[config.mk]
export PLATFORM = sky130hd
export DESIGN_NAME = bitserial_psum_accum_flat
export DESIGN_NICKNAME = d
export VERILOG_FILES = /design/src/rtl/bitserial_psum_accum_if.sv /design/src/rtl/bitserial_psum_accum.sv /design/src/flat_wrapper.sv
export SDC_FILE = /design/constraint.sdc
export NUM_CORES = 1
export LEC_CHECK = 0
export CORE_MARGIN = 2
export CORE_UTILIZATION = 65
export DETAILED_ROUTE_END_ITERATION = 8
export PLACE_DENSITY_LB_ADDON = 0.25
export SLEW_MARGIN = 30
export SYNTH_ARGS = -nofsm -noshare
export SYNTH_HDL_FRONTEND = slang
export SYNTH_SLANG_ARGS = --single-unit
[constraint.sdc]
create_clock -name clk -period 23.6 [get_ports clk]
set_input_delay 4.72 -clock clk [delete_from_list [all_inputs] [get_ports clk]]
set_output_delay 4.72 -clock clk [all_outputs]
set_load 0.02 [all_outputs]
[src/rtl/bitserial_psum_accum_if.sv]
// Product and result handshake bundle for bitserial_psum_accum.
//   prod_in / prod_valid / prod_ready : 16-bit signed product stream from the MAC
//   res_data / res_valid / res_ready  : OUT_W-bit signed result stream to the consumer
// The slave modport is the accumulator side. The master modport is the MAC/consumer side.
interface bitserial_psum_accum_if #(
    parameter int OUT_W = 8
);
    logic [15:0]      prod_in;
    logic             prod_valid;
    logic             prod_ready;
    logic [OUT_W-1:0] res_data;
    logic             res_valid;
    logic             res_ready;

    modport master (
        output prod_in, prod_valid, res_ready,
        input  prod_ready, res_data, res_valid
    );

    modport slave (
        input  prod_in, prod_valid, res_ready,
        output prod_ready, res_data, res_valid
    );
endinterface

[src/rtl/bitserial_psum_accum.sv]
// bitserial_psum_accum: partial-sum accumulator behind the bit-serial MAC.
// Each accepted 16-bit product is aligned for the weight precision and added
// into a signed ACC_W-bit accumulator. When the vector ends, the sum is
// rounded half up, shifted right by out_shift and saturated to OUT_W bits.
// The result is then queued in a FIFO_DEPTH-entry output FIFO.
// Ports:
//   clk, rst        clock and asynchronous active-high reset
//   clear           drops the partial vector; the FIFO and the flags are kept
//   prec_level      00 = 8b (shift 0), 01/11 = 4b (shift 4), 10 = 2b (shift 6)
//   vec_len         products per vector (0 acts as 1)
//   out_shift       final arithmetic right shift
//   bus (slave)     product input and result output handshakes
//   elem_cnt        products accepted so far in the current vector
//   sat_flag        sticky: a result was clamped
//   acc_ovf         sticky: the accumulator overflowed (signed)
// Optional macro RELU_EN: negative rounded results become 0 before saturation.
module bitserial_psum_accum #(
    parameter int ACC_W      = 24,
    parameter int OUT_W      = 8,
    parameter int LEN_W      = 8,
    parameter int FIFO_DEPTH = 2
) (
    input  logic                  clk,
    input  logic                  rst,
    input  logic                  clear,
    input  logic [1:0]            prec_level,
    input  logic [LEN_W-1:0]      vec_len,
    input  logic [4:0]            out_shift,
    bitserial_psum_accum_if.slave bus,
    output logic [LEN_W-1:0]      elem_cnt,
    output logic                  sat_flag,
    output logic                  acc_ovf
);
    localparam int PTR_W = $clog2(FIFO_DEPTH);
    localparam int CNT_W = PTR_W + 1;
    // The rounding path is wide enough that the bias (up to 2^30) can never wrap.
    localparam int RW    = ACC_W + 32;
    localparam logic signed [RW-1:0] MAX_V = (RW'(1) <<< (OUT_W - 1)) - RW'(1);
    localparam logic signed [RW-1:0] MIN_V = -MAX_V - RW'(1);

    logic signed [ACC_W-1:0] acc_reg;
    logic [LEN_W-1:0]        elem_cnt_reg;
    logic [LEN_W-1:0]        len_reg;
    logic [1:0]              prec_reg;
    logic [4:0]              shift_reg;
    logic                    sat_reg;
    logic                    ovf_reg;
    logic [PTR_W-1:0]        wr_ptr_reg;
    logic [PTR_W-1:0]        rd_ptr_reg;
    logic [CNT_W-1:0]        count_reg;
    logic [OUT_W-1:0]        mem_reg [FIFO_DEPTH];

    logic                    first;
    logic [LEN_W-1:0]        len_eff;
    logic [1:0]              prec_eff;
    logic [4:0]              shift_eff;
    logic                    prod_ready;
    logic                    accept;
    logic                    last;
    logic                    push;
    logic                    pop;
    logic                    ovf;
    logic signed [ACC_W-1:0] prod_ext;
    logic signed [ACC_W-1:0] aligned;
    logic signed [ACC_W-1:0] acc_base;
    logic signed [ACC_W-1:0] acc_next;
    logic signed [RW-1:0]    sum_wide;
    logic signed [RW-1:0]    bias;
    logic signed [RW-1:0]    shifted;
    logic signed [RW-1:0]    pre_sat;
    logic [OUT_W-1:0]        res_sat;
    logic                    sat;
    logic [FIFO_DEPTH-1:0]   wr_en;

    // The first product of a vector uses the live configuration inputs.
    // Later products use the values captured with that first product.
    assign first     = (elem_cnt_reg == '0);
    assign len_eff   = first ? ((vec_len == '0) ? LEN_W'(1) : vec_len) : len_reg;
    assign prec_eff  = first ? prec_level : prec_reg;
    assign shift_eff = first ? out_shift : shift_reg;

    assign prod_ready = (count_reg < CNT_W'(FIFO_DEPTH)) && !clear;
    assign accept     = bus.prod_valid && prod_ready;
    assign last       = (elem_cnt_reg == len_eff - LEN_W'(1));
    assign push       = accept && last;
    assign pop        = bus.res_valid && bus.res_ready;

    assign prod_ext = ACC_W'($signed(bus.prod_in));

    always_comb begin
        aligned = prod_ext;
        case (prec_eff)
            2'b00:   aligned = prod_ext;
            2'b10:   aligned = prod_ext >>> 6;
            default: aligned = prod_ext >>> 4;
        endcase
    end

    assign acc_base = first ? '0 : acc_reg;
    assign acc_next = acc_base + aligned;
    assign ovf      = (acc_base[ACC_W-1] == aligned[ACC_W-1]) &&
                      (acc_next[ACC_W-1] != acc_base[ACC_W-1]);

    // Round half up: add half an output LSB, then shift arithmetically.
    assign sum_wide = RW'(acc_next);
    assign bias     = (shift_eff == 5'd0) ? '0 : (RW'(1) <<< (shift_eff - 5'd1));
    assign shifted  = (sum_wide + bias) >>> shift_eff;

    always_comb begin
        pre_sat = shifted;
`ifdef RELU_EN
        if (shifted < 0) begin
            pre_sat = '0;
        end
`endif
        sat     = 1'b0;
        res_sat = pre_sat[OUT_W-1:0];
        if (pre_sat > MAX_V) begin
            sat     = 1'b1;
            res_sat = MAX_V[OUT_W-1:0];
        end else if (pre_sat < MIN_V) begin
            sat     = 1'b1;
            res_sat = MIN_V[OUT_W-1:0];
        end
    end

    generate
        for (genvar gi = 0; gi < FIFO_DEPTH; gi++) begin : g_wr_en
            assign wr_en[gi] = push && (wr_ptr_reg == PTR_W'(gi));
        end
    endgenerate

    always_ff @(posedge clk or posedge rst) begin
        if (rst) begin
            for (int i = 0; i < FIFO_DEPTH; i++) begin
                mem_reg[i] <= '0;
            end
        end else begin
            for (int i = 0; i < FIFO_DEPTH; i++) begin
                if (wr_en[i]) begin
                    mem_reg[i] <= res_sat;
                end
            end
        end
    end

    always_ff @(posedge clk or posedge rst) begin
        if (rst) begin
            acc_reg      <= '0;
            elem_cnt_reg <= '0;
            len_reg      <= LEN_W'(1);
            prec_reg     <= 2'b00;
            shift_reg    <= 5'd0;
            sat_reg      <= 1'b0;
            ovf_reg      <= 1'b0;
            wr_ptr_reg   <= '0;
            rd_ptr_reg   <= '0;
            count_reg    <= '0;
        end else begin
            if (clear) begin
                acc_reg      <= '0;
                elem_cnt_reg <= '0;
            end else if (accept) begin
                if (first) begin
                    len_reg   <= len_eff;
                    prec_reg  <= prec_eff;
                    shift_reg <= shift_eff;
                end
                if (ovf) begin
                    ovf_reg <= 1'b1;
                end
                if (last) begin
                    acc_reg      <= '0;
                    elem_cnt_reg <= '0;
                    if (sat) begin
                        sat_reg <= 1'b1;
                    end
                end else begin
                    acc_reg      <= acc_next;
                    elem_cnt_reg <= elem_cnt_reg + LEN_W'(1);
                end
            end
            if (push) begin
                wr_ptr_reg <= wr_ptr_reg + PTR_W'(1);
            end
            if (pop) begin
                rd_ptr_reg <= rd_ptr_reg + PTR_W'(1);
            end
            if (push && !pop) begin
                count_reg <= count_reg + CNT_W'(1);
            end else if (pop && !push) begin
                count_reg <= count_reg - CNT_W'(1);
            end
        end
    end

    assign bus.prod_ready = prod_ready;
    assign bus.res_valid  = (count_reg != '0);
    assign bus.res_data   = mem_reg[rd_ptr_reg];
    assign elem_cnt       = elem_cnt_reg;
    assign sat_flag       = sat_reg;
    assign acc_ovf        = ovf_reg;
endmodule

[src/flat_wrapper.sv]
// flat-port wrapper written by rule: the top's interface ports become plain ports
module bitserial_psum_accum_flat 
#(
    parameter int ACC_W      = 24,
    parameter int OUT_W      = 8,
    parameter int LEN_W      = 8,
    parameter int FIFO_DEPTH = 2
)
  (clk, rst, clear, prec_level, vec_len, out_shift, elem_cnt, sat_flag, acc_ovf, bus_prod_in, bus_prod_valid, bus_res_ready, bus_prod_ready, bus_res_data, bus_res_valid);
  bitserial_psum_accum_if #(.OUT_W(OUT_W)) bus_i ();
  input  logic clk;
  input  logic rst;
  input  logic clear;
  input  logic [1:0] prec_level;
  input  logic [LEN_W-1:0] vec_len;
  input  logic [4:0] out_shift;
  output logic [LEN_W-1:0] elem_cnt;
  output logic sat_flag;
  output logic acc_ovf;
  input wire logic [$bits(bus_i.prod_in)-1:0] bus_prod_in;
  input wire logic [$bits(bus_i.prod_valid)-1:0] bus_prod_valid;
  input wire logic [$bits(bus_i.res_ready)-1:0] bus_res_ready;
  output wire logic [$bits(bus_i.prod_ready)-1:0] bus_prod_ready;
  output wire logic [$bits(bus_i.res_data)-1:0] bus_res_data;
  output wire logic [$bits(bus_i.res_valid)-1:0] bus_res_valid;
  assign bus_i.prod_in = bus_prod_in;
  assign bus_i.prod_valid = bus_prod_valid;
  assign bus_i.res_ready = bus_res_ready;
  assign bus_prod_ready = bus_i.prod_ready;
  assign bus_res_data = bus_i.res_data;
  assign bus_res_valid = bus_i.res_valid;
  bitserial_psum_accum #(.ACC_W(ACC_W), .OUT_W(OUT_W), .LEN_W(LEN_W), .FIFO_DEPTH(FIFO_DEPTH)) u_core (.clk(clk), .rst(rst), .clear(clear), .prec_level(prec_level), .vec_len(vec_len), .out_shift(out_shift), .bus(bus_i), .elem_cnt(elem_cnt), .sat_flag(sat_flag), .acc_ovf(acc_ovf));
endmodule
==> results of run 1 <==
[critical path, delay by kind of cell]
kind	cells	cell delay [ns]
buffers and inverters	2	0.54
AOI/OAI and AO/OA	20	5.43
muxes	2	0.70
and+or+nand+nor	9	2.37
adders and majority gates	3	1.02
xor gates and xnor gates	1	0.29
[cell usage in the layout, fill, tap and decap left out, types with 20 or more instances in the layout]
cell,Yosys,final
nand4_1,21,21
a31oi_1,24,24
dfrtp_1,68,68
nor2_1,140,139
mux2_2,28,28
and3_1,20,20
and2_1,34,33
a211oi_1,28,28
inv_1,32,31
o21ai_0,84,84
mux2i_1,51,46
a21oi_1,95,95
nor3_1,38,38
xor2_1,22,22
clkdlybuf4s50_1,0,55
nand2_1,161,160
xnor2_1,32,32
a22o_1,26,26
ha_1,60,60
o211ai_1,39,39
nand3_1,28,27
[report_power, final]
part | switching [W] | total (W) | internal, W
logic | 0.000776 | 0.00119 | 0.000415
registers | 0.0000250 | 0.000175 | 0.000150
clock network | 0.0000558 | 0.000149 | 0.0000937
[final timing paths]
| path | endpoint | cells after the start |
|---|---|---|
| setup / recovery | u_core.mem_reg[2]$_DFFE_PP0P_ | 37 |
| hold / removal | u_core.mem_reg[2]$_DFFE_PP0P_ | 2 |
| setup reg to reg | u_core.mem_reg[2]$_DFFE_PP0P_ | 40 |
| hold reg to reg | u_core.mem_reg[2]$_DFFE_PP0P_ | 2 |
| max in group asynchronous | u_core.acc_reg[21]$_DFFE_PP0P_ | 3 |
| min in group asynchronous | u_core.count_reg[1]$_DFFE_PP0P_ | 3 |
[cell type report]
type                       instances  area (um2)
tap                              216       270.3
clock inverter                     6       96.34
fill                            1282        4385
inverter                          34       127.6
clock buffer                      10       229.0
multi-input combinational       1218        8274
timing repair buffer              69       659.4
sequential                        69        1728
[per-stage QoR]
stage	total power [W]	setup slack, ns	hold WS, ns
5_1_grt	0.001604	7.968	0.5128
2_1_floorplan	0.001019	10.64	0.4429
4_1_cts	0.001464	8.691	0.4905
3_3_place_gp	0.001294	9.015	0.4587
6_report	0.001515	8.700	0.4911
3_5_place_dp	0.001306	8.524	0.4770
[cells by family (layout without fill, tap and decap cells)]
group                      after synthesis  count (layout)  synth area share [%]
muxes                                   82              82                 8.396
other                                    2               2               0.07200
and+or+nand+nor                        518             518                 24.07
AOI/OAI and AO/OA                      498             498                 33.60
xor gates and xnor gates                54              54                 4.534
DFF                                     69              69                 16.56
buffers and inverters                  126             119                 4.978
adders and majority gates               64              64                 7.785
[routing by layer]
metal | up-vias | share of wire (%) | global-route usage, %
li1 | 5350 | - | -
met5 | - | 0 | 0
met3 | 132 | 12 | 9.202
met4 | 0 | 3.9 | 16.33
met1 | 5412 | 40 | 56.29
met2 | 825 | 44 | 66.45
==> summary.md, run 1 <==
| Metric | Value |
|---|---|
| Reg clk slew, reported paths | `~0.050 ns` |
| Slew HR | `approximately a third` |
| Top cells by count, synth | `nand2_1 (161), nor2_1 (140), a21oi_1 (95)` |
| Outcome | `finished clean` |
| Initial Util | `roughly two thirds` |
| Gr usage total | `a little over two fifths` |
| Crit-path slowest cell | `a221oi_1` |
| Syn Inst Count | `approximately 1400` |
| Final period utilization | `~63%` |
| Main synth FF type | `dfrtp_1` |
| Synth area leader | `dfrtp_1` |
| Period minus WS final | `approximately 15 ns` |
| Die area | `between 15000 and 20000 um2` |
| CTS Buffer Depth | `2` |
| Synth-to-Final Area Change | `9.140%` |
| Final Net Count | `approximately 1500` |
| Worst-margin pin slew | `0.9810 ns` |
| Cell area after layout | `between 10000 and 15000 um2` |
| Cell variety after synth | `97` |
| Async SR Flop Fraction | `between 90% and 100%` |
| Final Non-Filler Cells | `between 1500 and 2000` |
| CP Launch Point | `prec_level[1]` |
| Setup violators final | `0` |
| Number of CTS-inserted buffers | `9` |
| Reg-to-Reg Start | `u_core.elem_cnt[0]$_DFFE_PP0P_` |
| Setup TNS | `0 ns` |
| Layout cells sized above 1 | `around 8%` |
| Port bufs | `between 50 and 60` |
| Slew Limit Fails | `0` |
| Post-synthesis sequential area ratio | `16.56%` |
| MaxCap Viol Count | `0` |
| CP endpoint kind | `flip-flop` |
| Fmax | `0.06711 GHz` |
| Post-Syn Area | `around 10000 um2` |
| DRC viols | `0` |
| Worst Min Path Start | `u_core.mem_reg[2]$_DFFE_PP0P_` |
| Total inserted antenna cells | `0` |
| Worst R2R Setup Slack | `12.19 ns` |
| Worst Clk Skew | `0.01591 ns` |
| Initial antenna violation count | `1` |
| Post-DRT Antenna Nets | `0` |
| Core Util, Final | `between 70% and 80%` |
| Die Width | `around 130 um` |
| Final Hold Fails | `0` |
| Wire per inst | `22.27 um` |
| Worst VDD drop | `between 0.0001 and 0.00015 V` |
| Critical Path Source Type | `input port` |
| Dpl cell area | `approximately 11000 um2` |
| Standard-cell rows | `46` |
| Core area | `~16000 um2` |
| Most numerous cell in the Yosys netlist | `nand2_1` |
| Post-DP HPWL | `about 27000 um` |
| Yosys top cell area share | `between 10% and 20%` |
| Syn_nets | `1511` |
| Synthesized area per cell | `around 7.4 um2` |
| Htree depth | `3` |
| Ys Warns | `0` |
| Critical Path RT | `~24 ns` |
| Die H | `roughly 130 um` |
| Boundary pin count | `56` |
| WS Path Type | `input port to flip-flop` |
| Number of global-route vias before repair | `10740` |
| Remaining global-route overflow | `0` |
| Critical path peak fanout | `17` |
| CTS hold repair buffers | `0` |
| Drt first pass iters | `7` |
| PostCTS Resize Cnt | `0` |
| LEAKAGE | `roughly 4.7 nW` |
| Clock sink count | `69` |
| FF+latch count, synth | `69` |
| Largest net degree at the start of global routing | `70` |
| GPL Wtd Cong | `1.013` |
| Post-Route WL | `between 30000 and 40000 um` |
| Root Buffer Master | `clkbuf_16` |
| Min-Delay Path Class | `flip-flop to flip-flop` |
| Global-route wire length before repair | `~57000 um` |
| # Post-CTS Setup Buffers | `0` |
| TritonCTS clock tree | `done` |
| Dpl cells | `between 1500 and 2000` |
| Vias after detailed routing | `around 12000` |
| Worst-Skew Late Latency | `~0.35 ns` |
| Power Density | `133.1 nW/um2` |
| Vias per inst | `7.225` |
| Post-synth EDFFs | `0` |
| DRT iter0 DRCs | `around 1900` |
| WP data arrival | `about 15 ns` |
| Worst path max stage delay | `between 0.6 and 0.7 ns` |
| Area contributors post-synth | `dfrtp_1 (16%), ha_1 (7.2%), nand2_1 (5.8%)` |
| Max reg flops | `24` |
| RSZ-0062 raised after global routing | `no` |
Power figures use the tool's default switching activity.
==> run 2: changes to the inputs <==
Settings changed: CORE_UTILIZATION 65 to 63.
Clock period 23.6 ns to 14.6 ns, I/O delays scaled along.
==> summary.md, run 2 (synthesis results as in run 1) <==
| Metric | Value |
|---|---|
| Outcome | `finished clean` |
| Post-DRT Antenna Nets | `0` |
| Worst path max stage delay | `0.68 ns` |
| Die H | `between 100 and 150 um` |
| Core Util, Final | `69.29%` |
| Initial Util | `roughly 64%` |
| CP endpoint kind | `flip-flop` |
| Reg area | `about 1700 um2` |
| Remaining global-route overflow | `0` |
| Critical Path Source Type | `input port` |
| Clock Power Share | `under 10%` |
| DRC viols | `0` |
| Synth-to-Final Area Change | `8.984%` |
| Drt first pass iters | `8` |
| Final Non-Filler Cells | `about 1600` |
| Crit-path slowest cell | `nor3_2` |
| Setup violators final | `0` |
| PostCTS Resize Cnt | `0` |
| Vias per inst | `about 7.2` |
| LEAKAGE | `roughly 4.7 nW` |
| RSZ-0062 raised after global routing | `no` |
| Worst R2R Setup Slack | `3.02 ns` |
| GPL Wtd Cong | `approximately 1.0` |
| Core area | `~16000 um2` |
| Critical path peak fanout | `17` |
| P_sw | `around 0.0014 W` |
| Worst-margin pin slew | `around 0.94 ns` |
| Root Buffer Master | `clkbuf_16` |
| Hold slack | `around 0.48 ns` |
| Setup TNS | `0 ns` |
| Slew HR | `between 30 and 40%` |
| Number of global-route vias before repair | `10750` |
| TritonCTS clock tree | `done` |
| Worst r2r path cells | `a little over 40` |
| Critical Path RT | `about 15 ns` |
| Slew Limit Fails | `0` |
| Global-route wire length before repair | `56410 um` |
| Setup crit end | `u_core.mem_reg[2]$_DFFE_PP0P_` |
| Most common cell after layout, fill and taps aside | `nand2_1` |
| Clock sink count | `approximately 70` |
| Final Hold Fails | `0` |
| Worst-Skew Late Latency | `0.35 ns` |
| Placement Setup Slack | `about 1.4 ns` |
| Dpl cells | `between 1500 and 2000` |
| Gr usage total | `39.31%` |
| Worst VDD drop | `0.0001769 V` |
| R2r endpoint | `u_core.mem_reg[2]$_DFFE_PP0P_` |
| Fin worst setup slack | `between 1.5 and 2 ns` |
| Worst Clk Skew | `about 0.016 ns` |
| WP data arrival | `about 13 ns` |
| Net Sw Frac | `56.77%` |
| # Post-CTS Setup Buffers | `0` |
| CTS Buffer Depth | `2` |
| Layout fillers | `1406` |
| Sequential share of power | `11.6%` |
| Vias after detailed routing | `between 10000 and 15000` |
| Die area | `between 15000 and 20000 um2` |
| Cell Int Power | `approximately 0.0010 W` |
| Number of CTS-inserted buffers | `9` |
| MaxCap Viol Count | `0` |
| Combinational share of power | `approximately four fifths` |
| Die Width | `132.7 um` |
| Max reg flops | `24` |
| Reg clk slew, reported paths | `about 0.06 ns` |
| Most frequent cells in the layout | `nand2_1 (160), nor2_1 (139), a21oi_1 (95)` |
| Final period utilization | `88.33%` |
| Boundary pin count | `56` |
| Period minus WS final | `between 10 and 15 ns` |
| Port bufs | `between 50 and 60` |
| Post-DP HPWL | `25710 um` |
| Initial antenna violation count | `0` |
| WS Path Type | `input port to flip-flop` |
| Reg-to-Reg Start | `u_core.elem_cnt[0]$_DFFE_PP0P_` |
| Area occupied by multi-input gates | `between 8000 and 9000 um2` |
| Standard-cell rows | `47` |
| Largest net degree at the start of global routing | `70` |
| Post-Route WL | `between 30000 and 40000 um` |
| Wire per inst | `21.59 um` |
| Fmax | `between 0.07 and 0.08 GHz` |
| Final Net Count | `1500` |
| Htree depth | `3` |
| Total inserted antenna cells | `0` |
| CP Launch Point | `prec_level[1]` |
| DRT iter0 DRCs | `1682` |
| CTS hold repair buffers | `0` |
| Min-Delay Path Class | `flip-flop to flip-flop` |
| Layout cells sized above 1 | `approximately 8%` |
| Power Density | `213.1 nW/um2` |
==> run 2: worst min-delay path by stage <==
stage / from / endpoint / slack (ns) / depth (start not counted)
2_1_floorplan: u_core.mem_reg[2]$_DFFE_PP0P_ / u_core.mem_reg[2]$_DFFE_PP0P_ / 0.44 / 2
3_3_place_gp: u_core.sat_flag$_DFFE_PP0P_ / u_core.sat_flag$_DFFE_PP0P_ / 0.46 / 1
3_5_place_dp: u_core.acc_ovf$_DFFE_PP0P_ / u_core.acc_ovf$_DFFE_PP0P_ / 0.46 / 1
4_1_cts: u_core.acc_ovf$_DFFE_PP0P_ / u_core.acc_ovf$_DFFE_PP0P_ / 0.48 / 1
5_1_grt: u_core.acc_reg[18]$_DFFE_PP0P_ / u_core.acc_reg[18]$_DFFE_PP0P_ / 0.51 / 1
6_report: u_core.mem_reg[15]$_DFFE_PP0P_ / u_core.mem_reg[15]$_DFFE_PP0P_ / 0.48 / 2
==> run 2: layout make-up <==
| cell class | instances | area share (%) |
|---|---|---|
| Multi-Input combinational cell | 1218 | 72.71 |
| Inverter | 34 | 1.123 |
| Clock buffer | 9 | 1.981 |
| Tap cell | 220 | 2.421 |
| Sequential cell | 69 | 15.20 |
| Clock inverter | 7 | 0.7044 |
| Timing Repair Buffer | 70 | 5.866 |
==> run 2: stage by stage <==
stage | cell area (um2) | power, W
finish | 11370 | 0.002423
global route | 11370 | 0.002574
CTS | 11360 | 0.002349
detailed placement | 11050 | 0.002106
global placement | 11040 | 0.002083
floorplan | 10430 | 0.001647
==> run 2: layer usage <==
layer / GRT usage (%) / part of all wire (%) / wire length [um] / up-vias
li1: - / - / - / 5345
met1: 52.90 / 41 / 14560 / 5464
met2: 60.28 / 43 / 15170 / 695
met3: 9.349 / 11 / 3966 / 138
met4: 16.97 / 4.1 / 1428 / 0
met5: 0 / 0 / 0 / -
==> run 2: worst max-delay path: cells and delay by family <==
family / cells / cell delay (ns)
compound gates: 20 / 5.30
simple gates: 9 / 2.43
fa+ha+maj: 3 / 1.01
mux: 2 / 0.67
buf+inv: 2 / 0.52
xor+xnor: 1 / 0.24
==> run 2: power by group through the flow <==
| stage | Combinational [W] | Sequential (W) | Clock (W) |
|---|---|---|---|
| 2_1_floorplan | 0.00138 | 0.000271 | 0 |
| 3_3_place_gp | 0.00180 | 0.000279 | 0 |
| 3_5_place_dp | 0.00182 | 0.000283 | 0 |
| 4_1_cts | 0.00184 | 0.000280 | 0.000233 |
| 5_1_grt | 0.00205 | 0.000287 | 0.000242 |
| 6_report | 0.00191 | 0.000281 | 0.000233 |
